File: src/rtl/lutram_arbiter.sv
// Two-port round-robin arbiter in front of a shared 16x32 LUT RAM.
// After reset the RAM is swept with INIT_VALUE before any client is granted.

module LUTRAM #(
  parameter string BACKEND = "behavioral"
) (
  input  logic        clk,
  input  logic [3:0]  addr_i,
  input  logic [3:0]  strobe_i,
  input  logic [31:0] wdata_i,
  output logic [31:0] rdata_o
);

  // Asynchronous read and byte-enabled synchronous write.
  // A same-cycle read of the written word therefore sees the old contents.
  if (BACKEND == "xilinx_xpm") begin : g_xpm
    (* ram_style = "distributed" *) logic [31:0] mem [16];

    always_ff @(posedge clk) begin
      for (int b = 0; b < 4; b++) begin
        if (strobe_i[b]) mem[addr_i][8*b +: 8] <= wdata_i[8*b +: 8];
      end
    end

    assign rdata_o = mem[addr_i];
  end else begin : g_behav
    logic [31:0] mem [16];

    always_ff @(posedge clk) begin
      for (int b = 0; b < 4; b++) begin
        if (strobe_i[b]) mem[addr_i][8*b +: 8] <= wdata_i[8*b +: 8];
      end
    end

    assign rdata_o = mem[addr_i];
  end

endmodule

module lutram_arbiter #(
  parameter string       BACKEND    = "behavioral",
  parameter logic [31:0] INIT_VALUE = 32'h0
) (
  input  logic        clk,
  input  logic        resetn,
  output logic        init_done,
  input  logic        p0_valid,
  output logic        p0_ready,
  input  logic [3:0]  p0_addr,
  input  logic [3:0]  p0_strobe,
  input  logic [31:0] p0_wdata,
  output logic [31:0] p0_rdata,
  input  logic        p1_valid,
  output logic        p1_ready,
  input  logic [3:0]  p1_addr,
  input  logic [3:0]  p1_strobe,
  input  logic [31:0] p1_wdata,
  output logic [31:0] p1_rdata
);

  typedef enum logic {INIT, RUN} state_e;

  state_e      state_q;
  logic [3:0]  cnt_q;
  logic [3:0]  cnt_d;
  logic        last_q;
  logic        last_d;
  logic        init_done_q;

  logic        gnt0;
  logic        gnt1;
  logic [3:0]  ram_addr;
  logic [3:0]  ram_strobe;
  logic [31:0] ram_wdata;
  logic [31:0] ram_rdata;

  // last_q names the port served most recently; under contention the other one wins.
  always_comb begin
    gnt0   = 1'b0;
    gnt1   = 1'b0;
    last_d = last_q;
    if (state_q == RUN) begin
      if (p0_valid && p1_valid) begin
        gnt0 = last_q;
        gnt1 = !last_q;
      end else begin
        gnt0 = p0_valid;
        gnt1 = p1_valid;
      end
      if (gnt0) last_d = 1'b0;
      else if (gnt1) last_d = 1'b1;
    end
  end

  always_comb begin
    ram_addr   = '0;
    ram_strobe = '0;
    ram_wdata  = '0;
    cnt_d      = cnt_q + 4'd1;
    if (state_q == INIT) begin
      ram_addr   = cnt_q;
      ram_strobe = 4'b1111;
      ram_wdata  = INIT_VALUE;
    end else if (gnt0) begin
      ram_addr   = p0_addr;
      ram_strobe = p0_strobe;
      ram_wdata  = p0_wdata;
    end else if (gnt1) begin
      ram_addr   = p1_addr;
      ram_strobe = p1_strobe;
      ram_wdata  = p1_wdata;
    end
  end

  // The clear finishes on the edge that writes entry 15.
  always_ff @(posedge clk or negedge resetn) begin
    if (!resetn) begin
      state_q     <= INIT;
      cnt_q       <= '0;
      last_q      <= 1'b1;
      init_done_q <= 1'b0;
    end else begin
      case (state_q)
        INIT: begin
          cnt_q <= cnt_d;
          if (cnt_q == 4'd15) begin
            state_q     <= RUN;
            init_done_q <= 1'b1;
          end
        end
        RUN: begin
          last_q <= last_d;
        end
        default: state_q <= INIT;
      endcase
    end
  end

  LUTRAM #(
    .BACKEND(BACKEND)
  ) u_ram (
    .clk     (clk),
    .addr_i  (ram_addr),
    .strobe_i(ram_strobe),
    .wdata_i (ram_wdata),
    .rdata_o (ram_rdata)
  );

  assign init_done = init_done_q;
  assign p0_ready  = gnt0;
  assign p1_ready  = gnt1;
  assign p0_rdata  = ram_rdata;
  assign p1_rdata  = ram_rdata;

endmodule

File: config.mk
export PLATFORM = sky130hd
export DESIGN_NAME = lutram_arbiter
export DESIGN_NICKNAME = d
export VERILOG_FILES = /design/src/rtl/lutram_arbiter.sv
export SDC_FILE = /design/constraint.sdc
export NUM_CORES = 1
export LEC_CHECK = 0
export ABC_AREA = 1
export BUFFER_PORTS_ARGS = -buffer_cell sky130_fd_sc_hd__buf_4
export CAP_MARGIN = 20
export CORE_AREA = 2 2 246 248
export CTS_BUF_LIST = sky130_fd_sc_hd__clkbuf_8
export DETAILED_ROUTE_END_ITERATION = 10
export DIE_AREA = 0 0 248 250
export GPL_TIMING_DRIVEN = 1
export PLACE_DENSITY_LB_ADDON = 0.2
export SLEW_MARGIN = 30
export SYNTH_ARGS = -nofsm -noshare
export SYNTH_HDL_FRONTEND = slang
export SYNTH_SLANG_ARGS = --single-unit
File: constraint.sdc
create_clock -name clk -period 5.23 [get_ports clk]
set_clock_uncertainty 0.15 [all_clocks]
set_input_delay 0.7845 -clock clk [delete_from_list [all_inputs] [get_ports clk]]
set_output_delay 0.7845 -clock clk [all_outputs]
set_load 0.1 [all_outputs]
Word level (Yosys, flattened, before mapping)
Memories as Yosys holds them, arrays and structs flattened.
Index checks and enable logic that the tools add are counted.

storage, ports and cells
  output and inout port bits = 67
  memory bits (read-only) = 0
  memories = 1
  register bits after elaboration = 7
  bits in writable memories = 512
  logic and storage cells = 40
  bits in latches = 0

memories
  memory             depth  bits a word  read ports  clocked after memory_dff  write ports  line  source
  u_ram.g_behav.mem  16     32           1           0                         1            27    logic [31:0] mem [16];

operators by class
  $lt $le $gt $ge = 0
  reductions and logical operators = 5
  div/mod/pow operators = 0
  multipliers = 0
  shifts and indexed selects = 0
  multiplexer cells = 27
  bitwise operators = 1
  eq/ne operators = 1
  add/sub/neg operators = 1

operator list
  operator             number
  $mux 32              3
  $mux 4               6
  $mux 1               18
  $add 4x1->4 const B  1
  $eq 4x4->1 const B   1
  $reduce_and 2->1     2
  $reduce_bool 2->1    1
  $logic_and 1x1->1    1
  $logic_not 1->1      1
  $not 1->1            1

Longest topological paths before layout
  depth in word-level cells = 9
  gate-level depth with buffers = 18

Modules after synthesis
From an unflattened synthesis, not the netlist that was laid out.

unflattened totals
  cell total of the unflattened synthesis = 2359
  area, all modules = 23083.4 um^2

by module, submodules not included
  module          times used  cells an instance  area an instance (um^2)
  LUTRAM          1           2152               21759.6
  lutram_arbiter  1           207                1323.8

Worst setup path after synthesis
No wires, ideal clock.

  kind = input to output
  start point = in p1_valid
  end point = out p1_rdata[11]
  buffers on the path = 2
  arrival time = 2998 ps
  path slack = 1297 ps
  stages = 12
  cell sequence = nand2_1 > nand2_1 > nor2_4 > nand2_1 > nand3_2 > a31oi_4 > buf_2 > nand2_1 > nand2_1 > inv_1 > nand2_1 > buf_4

between the ends
  cells in the longest elaborated chain, start to end = 8

RTL lines
  what                  line  source
  start, declared       53    input logic p1_valid,
  $logic_and 1x1->1     83    if (p0_valid && p1_valid) begin
  $mux 1                83
  $mux 1 (2 in series)  82    if (state_q == RUN) begin
  $mux 4                108   end else if (gnt1) begin
  $mux 4 *              104   end else if (gnt0) begin
  $mux 4 *              100   if (state_q == INIT) begin
  $mem_v2 16x32 *       n/a
  end, declared         58    output logic [31:0] p1_rdata

Every way passes the cells marked *; elsewhere a longest branch is shown, timed or not. The select of a mux whose other input is x is not followed.

Worst setup path after layout
  start point = reg last_q
  end point = out p1_rdata[4]

between the ends
  cells in the longest elaborated chain, start to end = 8

RTL lines
  what                    line  source
  start, declared         66    logic last_q;
  start signal, assigned  132   last_q <= last_d;
  $logic_not 1->1         85    gnt1 = !last_q;
  $mux 1                  83
  $mux 1 (2 in series)    82
  $mux 4                  108
  $mux 4 *                104
  $mux 4 *                100
  $mem_v2 16x32 *         n/a

Marks and branches as above.

==> out/qor.txt <==
status = finished, final reports clean
crit-path most repeated cell = nand2_1
post-synth top area share = 0.652
Largest stage delay, worst path = 0.53 ns
Hold Path Class = in2async
clock latency on the worst-skew pair = 0.68 ns
ant diodes = 0
DIE AREA = 62000 sq um
Synth async-reset ratio = 0.0135
initial antenna violation count = 0
Layout Utilization = 0.454
syn avg cell area = 10.1 sq um
fin. max-slew vios = 0
most common cell in the netlist = nand2_1
Yosys Warn Count = 0
Syn Inst Count = 2329
synth cell count leaders = nand2_1 (1155), edfxtp_1 (512), nand4_1 (257)
Detailed Place HPWL = 37400 um
global-route usage over all layers = 0.211
largest net degree at the start of global routing = 144
post-synthesis sequential area ratio = 0.660
Worst Path Arrival = 3.72 ns
# IOs = 151
die height = 250 um
min Tclk post-route = 4.65 ns
vias in the first global route = 16.8k
area of the core = 59600 sq um
relative max-transition margin = 0.318
Final Hold Viols = 0
fin crit share = 0.889
first-pass GRT wire length = 99800 um
Max Fclk = 0.215 GHz
Syn Nets = 2414
CTS root buf = clkbuf_8
Setup violations, final = 0
P&R area growth vs syn = 14.7%
cell area after synthesis = 23600 sq um
hold buffer count at CTS = 1
leakage = 11.4 nW
RSZ-0062 raised after global routing = false
RR Startpoint = last_q
Worst EP required = 4.30 ns
final cell count without fillers = 3292
Power Density = 381 nW/um^2
post-synthesis register bit count = 519
Setup Buffers After CTS = 0
clock-pin transition on the worst setup and hold timing paths = 0.06 ns
Max Root-Sink Buffers = 3
DR WL/cell = 20.1 um
Routed WL = 66100 um
R2R cell count = 11
DR vias = 17.3k
crit path cell chain = inv_2, nand2_1, nand2_1, nor2_4, nand2_1, nand3_2, nand2_1, inv_2, buf_4, nand2_1, nand2_1, inv_1, nand2_1, buf_4
first drt pass iteration count = 6
worst vdd ir = 0.259 mV
Main synth FF type = edfxtp_1
Synth cell types = 29
Inserted Clock Buffers = 90
layout cells sized above 1 = 0.147
# DRC = 0
die width = 248 um
I/O Buffers = 150
CTS resizes = 0
Synth area leader = edfxtp_1
Core Rows = 90
H-Tree Depth = 3
Post-Place Cells = 3133
CP Max Fanout = 15
remaining antenna violation count = 0
Crit-path slowest cell = dfstp_2
Worst Setup End Kind = output port
GR Overflow Total = 0
crit start category = flip-flop
Worst Tran Pin Value = 1.02 ns
R2R setup slack = 1.37 ns
Vias/cell = 5.25
sinks on the clock net = 519
number of synthesized flops with an enable pin = 512
critical path type = reg2out
Setup TNS Final = 0 ns
top cells by area, synth = edfxtp_1 (65%), nand2_1 (18%), nand4_1 (6.8%), buf_2 (1.5%), a22o_1 (1.2%)
RR Endpoint = u_ram.g_behav.mem[14][26]
Starting Density = 0.396
DRT iter0 DRCs = 1263
CTS tree = done
Max-Cap Viols = 0
RD Place Congestion = 0.783
Net count, final = 2529
[how the worst max path moves through the flow]
stage,depth (start not counted),from,slack [ns],end
after CTS,14,last_q,0.44,p1_rdata[4]
after global routing,14,last_q,0.32,p1_rdata[4]
after floorplan,12,p1_valid,1.30,p1_rdata[11]
after detailed placement,14,p1_valid,0.86,p1_rdata[4]
after global placement,16,p0_valid,0.95,p1_rdata[0]
final,14,last_q,0.58,p1_rdata[4]
[cells in the final DEF, fill, tap and decap left out, types with 2 or more instances in the layout]
cell / n
clkinv_1: 20
edfxtp_1: 512
nor2_2: 15
dfrtp_1: 6
inv_8: 4
buf_12: 12
xor2_1: 2
inv_1: 98
nand4_1: 257
nand3_4: 2
a22o_1: 32
inv_6: 2
inv_2: 6
nand3_2: 2
a221oi_2: 4
nand2_1: 1155
buf_4: 207
nor2_1: 52
clkbuf_8: 91
nor2_4: 3
a31oi_4: 2
clkinv_2: 11
[cell type report]
| cell class | count | area (sq um) |
|---|---|---|
| Fill cell | 5531 | 32500 |
| Sequential cell | 519 | 15600 |
| Multi-Input combinational cell | 1536 | 6830 |
| Timing Repair Buffer | 220 | 1800 |
| Clock buffer | 91 | 1250 |
| Tap cell | 782 | 978 |
| Clock inverter | 67 | 335 |
| Inverter | 77 | 292 |
[sequential cells by signal, summed over array words and instances, names as in the netlist]
signal	cells
init_done	1
cnt_q	4
u_ram.g_behav.mem	512
last_q	1
state_q	1
[critical path: cells and delay by family (launching register included)]
kind / cells / cell delay (ns)
buf+inv: 5 / 1.07
flops: 1 / 0.53
simple gates: 9 / 1.41
[kinds of logic (layout without fill, tap and decap cells)]
kind of cell             count (synthesis)  in the layout  share of synthesized area
AO/OA/AOI/OAI                           41             41                     0.0173
XOR/XNOR                                 3              3                    0.00112
adder cells (fa/ha/maj)                  1              1                   0.000531
buffers and inverters                  274            455                     0.0537
flip-flops                             519            519                      0.660
AND/OR/NAND/NOR                       1491           1491                      0.267
[stage by stage]
stage	area [sq um]	power, W	setup slack [ns]	hold WS, ns
2_1_floorplan	23600	0.00650	1.30	0.322
3_3_place_gp	25400	0.00701	0.947	0.315
3_5_place_dp	25400	0.00702	0.857	0.325
4_1_cts	27000	0.0104	0.435	0.230
5_1_grt	27000	0.0107	0.319	0.266
6_report	27000	0.0103	0.580	0.302
[layer usage]
metal	track usage	share of wire	up-vias
met5	0	0	-
li1	-	-	8159
met2	0.341	0.48	592
met4	0.0737	0.027	0
met1	0.283	0.43	8394
met3	0.0409	0.059	124
[power by group]
part	internal (W)	switching [W]
logic	0.000469	0.00173
clock network	0.00168	0.00168
registers	0.00472	0.0000151
total	0.00687	0.00342
Note: power is estimated with default switching activity, not from simulation.
